### src/rtl/uart_pkg.sv
// rtl/uart_pkg.sv - shared UART receiver state encoding and constants
package uart_pkg;

  // Receiver frame states, fixed 3-bit encoding
  typedef enum logic [2:0] {
    ST_IDLE   = 3'd0,
    ST_START  = 3'd1,
    ST_DATA   = 3'd2,
    ST_PARITY = 3'd3,
    ST_STOP   = 3'd4,
    ST_DONE   = 3'd5
  } uart_rx_state_e;

  // Legal oversampling ratios
  localparam int PRESCALE_8  = 8;
  localparam int PRESCALE_16 = 16;
  localparam int PRESCALE_32 = 32;

  // Default number of data bits per frame
  localparam int DATA_WIDTH_DEF = 8;

endpackage

### src/rtl/edge_bit_counter.sv
// rtl/edge_bit_counter.sv - oversample edge counter and frame bit counter
module edge_bit_counter #(
  parameter int prescale_width = 6
) (
  input  logic                      CLK,
  input  logic                      RST,
  input  logic                      clear,
  input  logic                      enable,
  input  logic [prescale_width-1:0] prescale,
  output logic [prescale_width-1:0] edge_cnt,
  output logic [3:0]                bit_cnt,
  output logic                      wrap
);

  // Last oversample of the current bit
  assign wrap = enable && (edge_cnt == (prescale - prescale_width'(1)));

  // Edge index within a bit, bit index advancing on each wrap; clear wins
  always_ff @(posedge CLK or negedge RST) begin
    if (!RST) begin
      edge_cnt <= '0;
      bit_cnt  <= '0;
    end else if (clear) begin
      edge_cnt <= '0;
      bit_cnt  <= '0;
    end else if (wrap) begin
      edge_cnt <= '0;
      bit_cnt  <= bit_cnt + 4'd1;
    end else if (enable) begin
      edge_cnt <= edge_cnt + prescale_width'(1);
    end
  end

endmodule

### src/rtl/uart_rx_fsm.sv
// rtl/uart_rx_fsm.sv - UART receiver frame controller
module uart_rx_fsm
  import uart_pkg::*;
#(
  parameter int data_width     = DATA_WIDTH_DEF,
  parameter int prescale_width = 6
) (
  input  logic                      CLK,
  input  logic                      RST,
  input  logic                      RX_IN,
  input  logic                      PAR_EN,
  input  logic [prescale_width-1:0] Prescale,
  input  logic                      par_err,
  input  logic                      strt_glitch,
  input  logic                      stp_err,
  output logic [prescale_width-1:0] edge_cnt,
  output logic [3:0]                bit_cnt,
  output logic                      dat_samp_en,
  output logic                      deser_en,
  output logic                      strt_chk_en,
  output logic                      par_chk_en,
  output logic                      stp_chk_en,
  output logic                      data_valid
);

  uart_rx_state_e            state, next_state;
  logic [prescale_width-1:0] prescale_q;
  logic                      par_en_q;
  logic                      err_flag;
  logic                      cnt_en, cnt_clr, wrap;
  logic [prescale_width-1:0] samp_edge;
  logic                      in_window;

  // Counters run only while a bit is on the line; leaving for IDLE zeroes them
  assign cnt_en  = (state == ST_START) || (state == ST_DATA) ||
                   (state == ST_PARITY) || (state == ST_STOP);
  assign cnt_clr = (next_state == ST_IDLE);

  // The sampled bit is settled two edges after mid-bit
  assign samp_edge = (prescale_q >> 1) + prescale_width'(2);
  assign in_window = (edge_cnt >= samp_edge);

  edge_bit_counter #(
    .prescale_width(prescale_width)
  ) u_counter (
    .CLK     (CLK),
    .RST     (RST),
    .clear   (cnt_clr),
    .enable  (cnt_en),
    .prescale(prescale_q),
    .edge_cnt(edge_cnt),
    .bit_cnt (bit_cnt),
    .wrap    (wrap)
  );

  // State register
  always_ff @(posedge CLK or negedge RST) begin
    if (!RST) state <= ST_IDLE;
    else      state <= next_state;
  end

  // Frame configuration is frozen once a start edge is seen
  always_ff @(posedge CLK or negedge RST) begin
    if (!RST) begin
      prescale_q <= '0;
      par_en_q   <= 1'b0;
    end else if (state == ST_IDLE) begin
      prescale_q <= Prescale;
      par_en_q   <= PAR_EN;
    end
  end

  // Parity result is picked up on the first edge of the stop bit
  always_ff @(posedge CLK or negedge RST) begin
    if (!RST) begin
      err_flag <= 1'b0;
    end else if (state == ST_DONE) begin
      err_flag <= 1'b0;
    end else if ((state == ST_STOP) && (edge_cnt == '0) && par_en_q && par_err) begin
      err_flag <= 1'b1;
    end
  end

  // Next-state sequencing and checker/sampler enables
  always_comb begin
    next_state  = state;
    dat_samp_en = 1'b0;
    deser_en    = 1'b0;
    strt_chk_en = 1'b0;
    par_chk_en  = 1'b0;
    stp_chk_en  = 1'b0;
    data_valid  = 1'b0;
    case (state)
      ST_IDLE: begin
        if (!RX_IN) next_state = ST_START;
      end
      ST_START: begin
        dat_samp_en = 1'b1;
        strt_chk_en = in_window;
        if (wrap) next_state = ST_DATA;
      end
      ST_DATA: begin
        dat_samp_en = 1'b1;
        deser_en    = (edge_cnt == samp_edge);
        if ((bit_cnt == 4'd1) && (edge_cnt == '0) && strt_glitch) begin
          next_state = ST_IDLE;
          deser_en   = 1'b0;
        end else if (wrap && (bit_cnt == 4'(data_width))) begin
          next_state = par_en_q ? ST_PARITY : ST_STOP;
        end
      end
      ST_PARITY: begin
        dat_samp_en = 1'b1;
        par_chk_en  = in_window;
        if (wrap) next_state = ST_STOP;
      end
      ST_STOP: begin
        dat_samp_en = 1'b1;
        stp_chk_en  = in_window;
        if (wrap) next_state = ST_DONE;
      end
      ST_DONE: begin
        data_valid = ~err_flag & ~stp_err;
        next_state = ST_IDLE;
      end
      default: next_state = ST_IDLE;
    endcase
  end

endmodule

### config.mk
export PLATFORM = sky130hd
export DESIGN_NAME = uart_rx_fsm
export DESIGN_NICKNAME = d
export VERILOG_FILES = /design/src/rtl/uart_pkg.sv /design/src/rtl/edge_bit_counter.sv /design/src/rtl/uart_rx_fsm.sv
export SDC_FILE = /design/constraint.sdc
export NUM_CORES = 1
export LEC_CHECK = 0
export ABC_AREA = 1
export BUFFER_PORTS_ARGS = -buffer_cell sky130_fd_sc_hd__buf_2
export CAP_MARGIN = 5
export CORE_MARGIN = 10
export CORE_UTILIZATION = 38
export CTS_CLUSTER_SIZE = 20
export DETAILED_ROUTE_END_ITERATION = 6
export GPL_TIMING_DRIVEN = 0
export PLACE_DENSITY = 0.57
export REMOVE_ABC_BUFFERS = 1
export SLEW_MARGIN = 20
export SYNTH_ARGS = -nofsm -noshare
export SYNTH_HDL_FRONTEND = slang
export SYNTH_SLANG_ARGS = --single-unit
### constraint.sdc
create_clock -name CLK -period 1.8 [get_ports CLK]
set_input_delay 0.18 -clock CLK [delete_from_list [all_inputs] [get_ports CLK]]
set_output_delay 0.18 -clock CLK [all_outputs]
set_load 0.1 [all_outputs]
==> run summary <==
The layout has 413 filler cells. The fraction of the yosys area taken by sequential cells is 32.16%. The flip-flop and latch count after synthesis is 21. The mean instance size in the synthesized netlist came out at 7.043 um^2. The total count of hold-check failures in the final report is 0. The wire length of the first global-routing pass came out at 6955 um.

The transition time at the pin with the least slew margin came out at 500.2 ps. The remaining antenna violation count came out at 0. STA classifies the critical path startpoint as a flip-flop. The clock slew seen by the registers of the worst setup and hold paths is 80 ps.

The minimum clock period after layout came out at 2294 ps. The initial utilization of the core area, before any placement, comes to 39.99%. The number of buffers created by CTS is 3. In the synthesized netlist, the cells that appear most often are nand2_1 (59), inv_1 (38), nor2_1 (27). The fraction of power consumed by sequential logic came out at 57.5%. Counting tap cells, the placed design contains a total of 306 instances. The final setup violation count is 16.

The number of antenna violations at the first check in global routing was 0. Buffers placed on the I/O ports in this run total 28. In the global route stage, overall resource usage came out at 11.47%.

The part of the total power dissipated in the clock network came out at 39.6%. The clock network latency to the later pin of the worst-skew pair came out at 270 ps. The worst path required time is 1620 ps. In this run the worst hold path is classified as primary input to flip-flop. The placer congestion estimate is 0.8245. The synthesized design devotes to its leading area cell type 32.16% of total area.

The worst setup path is of the flip-flop to primary output kind. The number of search-and-repair iterations in the first detailed-routing pass is 4. The smallest setup slack after layout is -493.9 ps. The leakage component of the power came out at 1.124 nW.

For this run, the leading register cell type out of synthesis is dfrtp_1. The cell at the root of the clock tree is clkbuf_8. The total number of vias came out at 1554. The maximum clock frequency came out at 435.9 MHz. The max-slew headroom at the worst pin is 66.65%.

The ratio of cells with drive above 1 in the final layout is 36.69%. STA classifies the critical path endpoint as a primary output. The final clock skew is 3.047 ps. Ranked by total cell area, the synthesized netlist is headed by dfrtp_1 (32%), nand2_1 (14%), ha_1 (11%). 0 antenna diodes ended up in the layout. Summing internal, switching and leakage power gives 0.8188 mW. The total count of max-transition violations in the final report is 0. The H-tree depth reported by CTS came out at 1. The total overflow reported by the global router came out at 0. The power density over the cells is 362.4 nW/um^2. The worst setup slack for register-to-register paths is -390 ps. The maximum VDD drop came out at 0.0002656 V.

The largest total area in the synthesized netlist belongs to dfrtp_1. The die footprint is 7323 um^2. The final reports fail on negative setup slack. The area added between synthesis and finish came out at 38.29%.

After layout, the worst path uses 127.4% of the clock period. The flow ran to the end, but the final reports show violations. The number of cells on the worst hold path is 3. The post-detailed-route wirelength per cell is 12.59 um.

For this run, design rule violations remaining after detail routing come to 0. The cell area after technology mapping came out at 1634 um^2. For this design the total switching power over the nets is 0.1790 mW.

The wire length reported by the detailed router is 4130 um. The count of different cell masters after synthesis came out at 25. The die span in x came out at 85.58 um.

The largest fanout of any net on the critical path came out at 4. The aggregate negative setup slack came out at -6152 ps. The number of placement rows came out at 23. Net switching is 21.86% of the power. The total clock sinks came out at 21. Among all cell types in the netlist, the one instantiated most often is nand2_1. The final net count came out at 307.

The number of global-route vias before repair came out at 1483. The gate count after technology mapping is 232. TritonCTS built the clock tree. The estimated wirelength of the detail-placed design is 3042 um. The first routing iteration left 86 violations. The y dimension of the die came out at 85.58 um. The length in cells of the worst reg-to-reg path came out at 16.

In this run, synthesis inferred 0 flip-flops with an integrated enable. The average via count per standard cell is 4.738. The data arrival time of the critical path came out at 2110 ps.

The post-synthesis async set-or-reset flop share came out at 100.0%. Pin placement for this block handled 29 I/O pins. The worst hold margin is 111.7 ps. No sink is reached through more buffers than the 2 on the longest clock path.

Max-cap violations in this run came to 0. For this run, the number of Yosys warnings is 0. Internal power comes to 0.6399 mW. Entering global routing, the biggest net connects 22 pins. The non-filler instance count after layout is 328. In this run the standard cell core region covers 4086 um^2. Setup repair after global routing could not meet its margin everywhere. The combinational fraction of design power is 2.9%.
-- cell type report --
cell class / count / area [um^2] / share of cell area, %
tap: 50 / 62.56 / 2.769
multi-input combinational: 164 / 1099 / 48.62
inverter: 43 / 168.9 / 7.475
clock buffer: 4 / 45.04 / 1.993
timing repair buffer: 46 / 354.1 / 15.67
sequential: 21 / 530.5 / 23.48
-- sequential cells by signal (all words and copies together) (netlist names) --
register / count
u_counter.edge_cnt: 6
par_en_q: 1
u_counter.bit_cnt: 4
prescale_q: 6
state: 3
err_flag: 1
-- worst max-delay path: stages, from the launching register on --
cell and delay, ps:
dfrtp_2 460, ha_4 190, xnor2_2 130, ha_1 300
nand2_1 70, nor2_2 130, nand3_2 110, o2111ai_4 120
nand3_2 100, inv_2 80, buf_12 170
-- final timing paths --
| check | to | from |
|---|---|---|
| worst min register to register | err_flag | err_flag |
| worst max-delay path | strt_chk_en | prescale_q[2] |
| min in group asynchronous | u_counter.bit_cnt[0] | RST |
| max in group asynchronous | prescale_q[3] | RST |
| worst max register to register | u_counter.edge_cnt[0] | prescale_q[2] |
| worst min-delay path | prescale_q[4] | Prescale[4] |
-- metal layers --
metal | vias up | track usage (%) | wire length [um]
met2 | 23 | 18.26 | 1931
met4 | 0 | 5.090 | 77
met3 | 5 | 2.176 | 178
met1 | 719 | 14.60 | 1942
met5 | - | 0 | 0
li1 | 807 | - | -
-- stage by stage --
stage,area [um^2],util [%],setup WS [ps]
after floorplan,1604,-,-1315
after global placement,1807,44.21,-598.8
after detailed placement,1807,44.21,-590.3
after CTS,2150,52.60,-489.8
after global routing,2260,55.30,-599.3
final,2260,55.30,-493.9
-- timing repair --
action                                  4_1_cts  5_1_grt
endpoints found under the setup margin       19       19
endpoints found under the hold margin        21        0
gates resized for setup                      57       19
buffers inserted                             14        3
pin swaps                                    16        8
hold buffers                                  1        0
-- cells in the final DEF (no fill, tap or decap), types with 2 or more instances in the layout --
| cell | n |
|---|---|
| nand2_1 | 55 |
| inv_1 | 30 |
| buf_2 | 22 |
| nor2_1 | 20 |
| dfrtp_1 | 17 |
| buf_4 | 17 |
| inv_2 | 11 |
| ha_1 | 11 |
| xor2_1 | 10 |
| nand3_1 | 9 |
| o21ai_0 | 9 |
| nand3_2 | 7 |
| nand2_2 | 6 |
| nor2_2 | 5 |
| nor2_4 | 4 |
| nand4_1 | 4 |
| buf_12 | 4 |
| dfrtp_2 | 4 |
| xnor2_1 | 3 |
| nor3_1 | 3 |
| ha_4 | 3 |
| clkbuf_8 | 3 |
| nand2_4 | 2 |
| a21oi_1 | 2 |
| o21ai_2 | 2 |
-- cells by family after synthesis --
| family | after synthesis | share of synthesized area (%) |
|---|---|---|
| flip-flops | 21 | 32.16 |
| AND/OR/NAND/NOR | 118 | 31.32 |
| XOR/XNOR | 14 | 7.503 |
| buffers and inverters | 47 | 11.87 |
| AO/OA/AOI/OAI | 17 | 5.666 |
| adder cells (fa/ha/maj) | 15 | 11.49 |
-- power by group through the flow --
stage	logic (mW)	clock network, mW	registers, mW
after CTS	0.0245	0.337	0.471
after global placement	0.0227	0	0.481
final	0.0234	0.324	0.471
after global routing	0.0275	0.362	0.471
after floorplan	0.0000230	0	0.481
after detailed placement	0.0228	0	0.481
No activity file was read; power rests on OpenSTA's default activity.
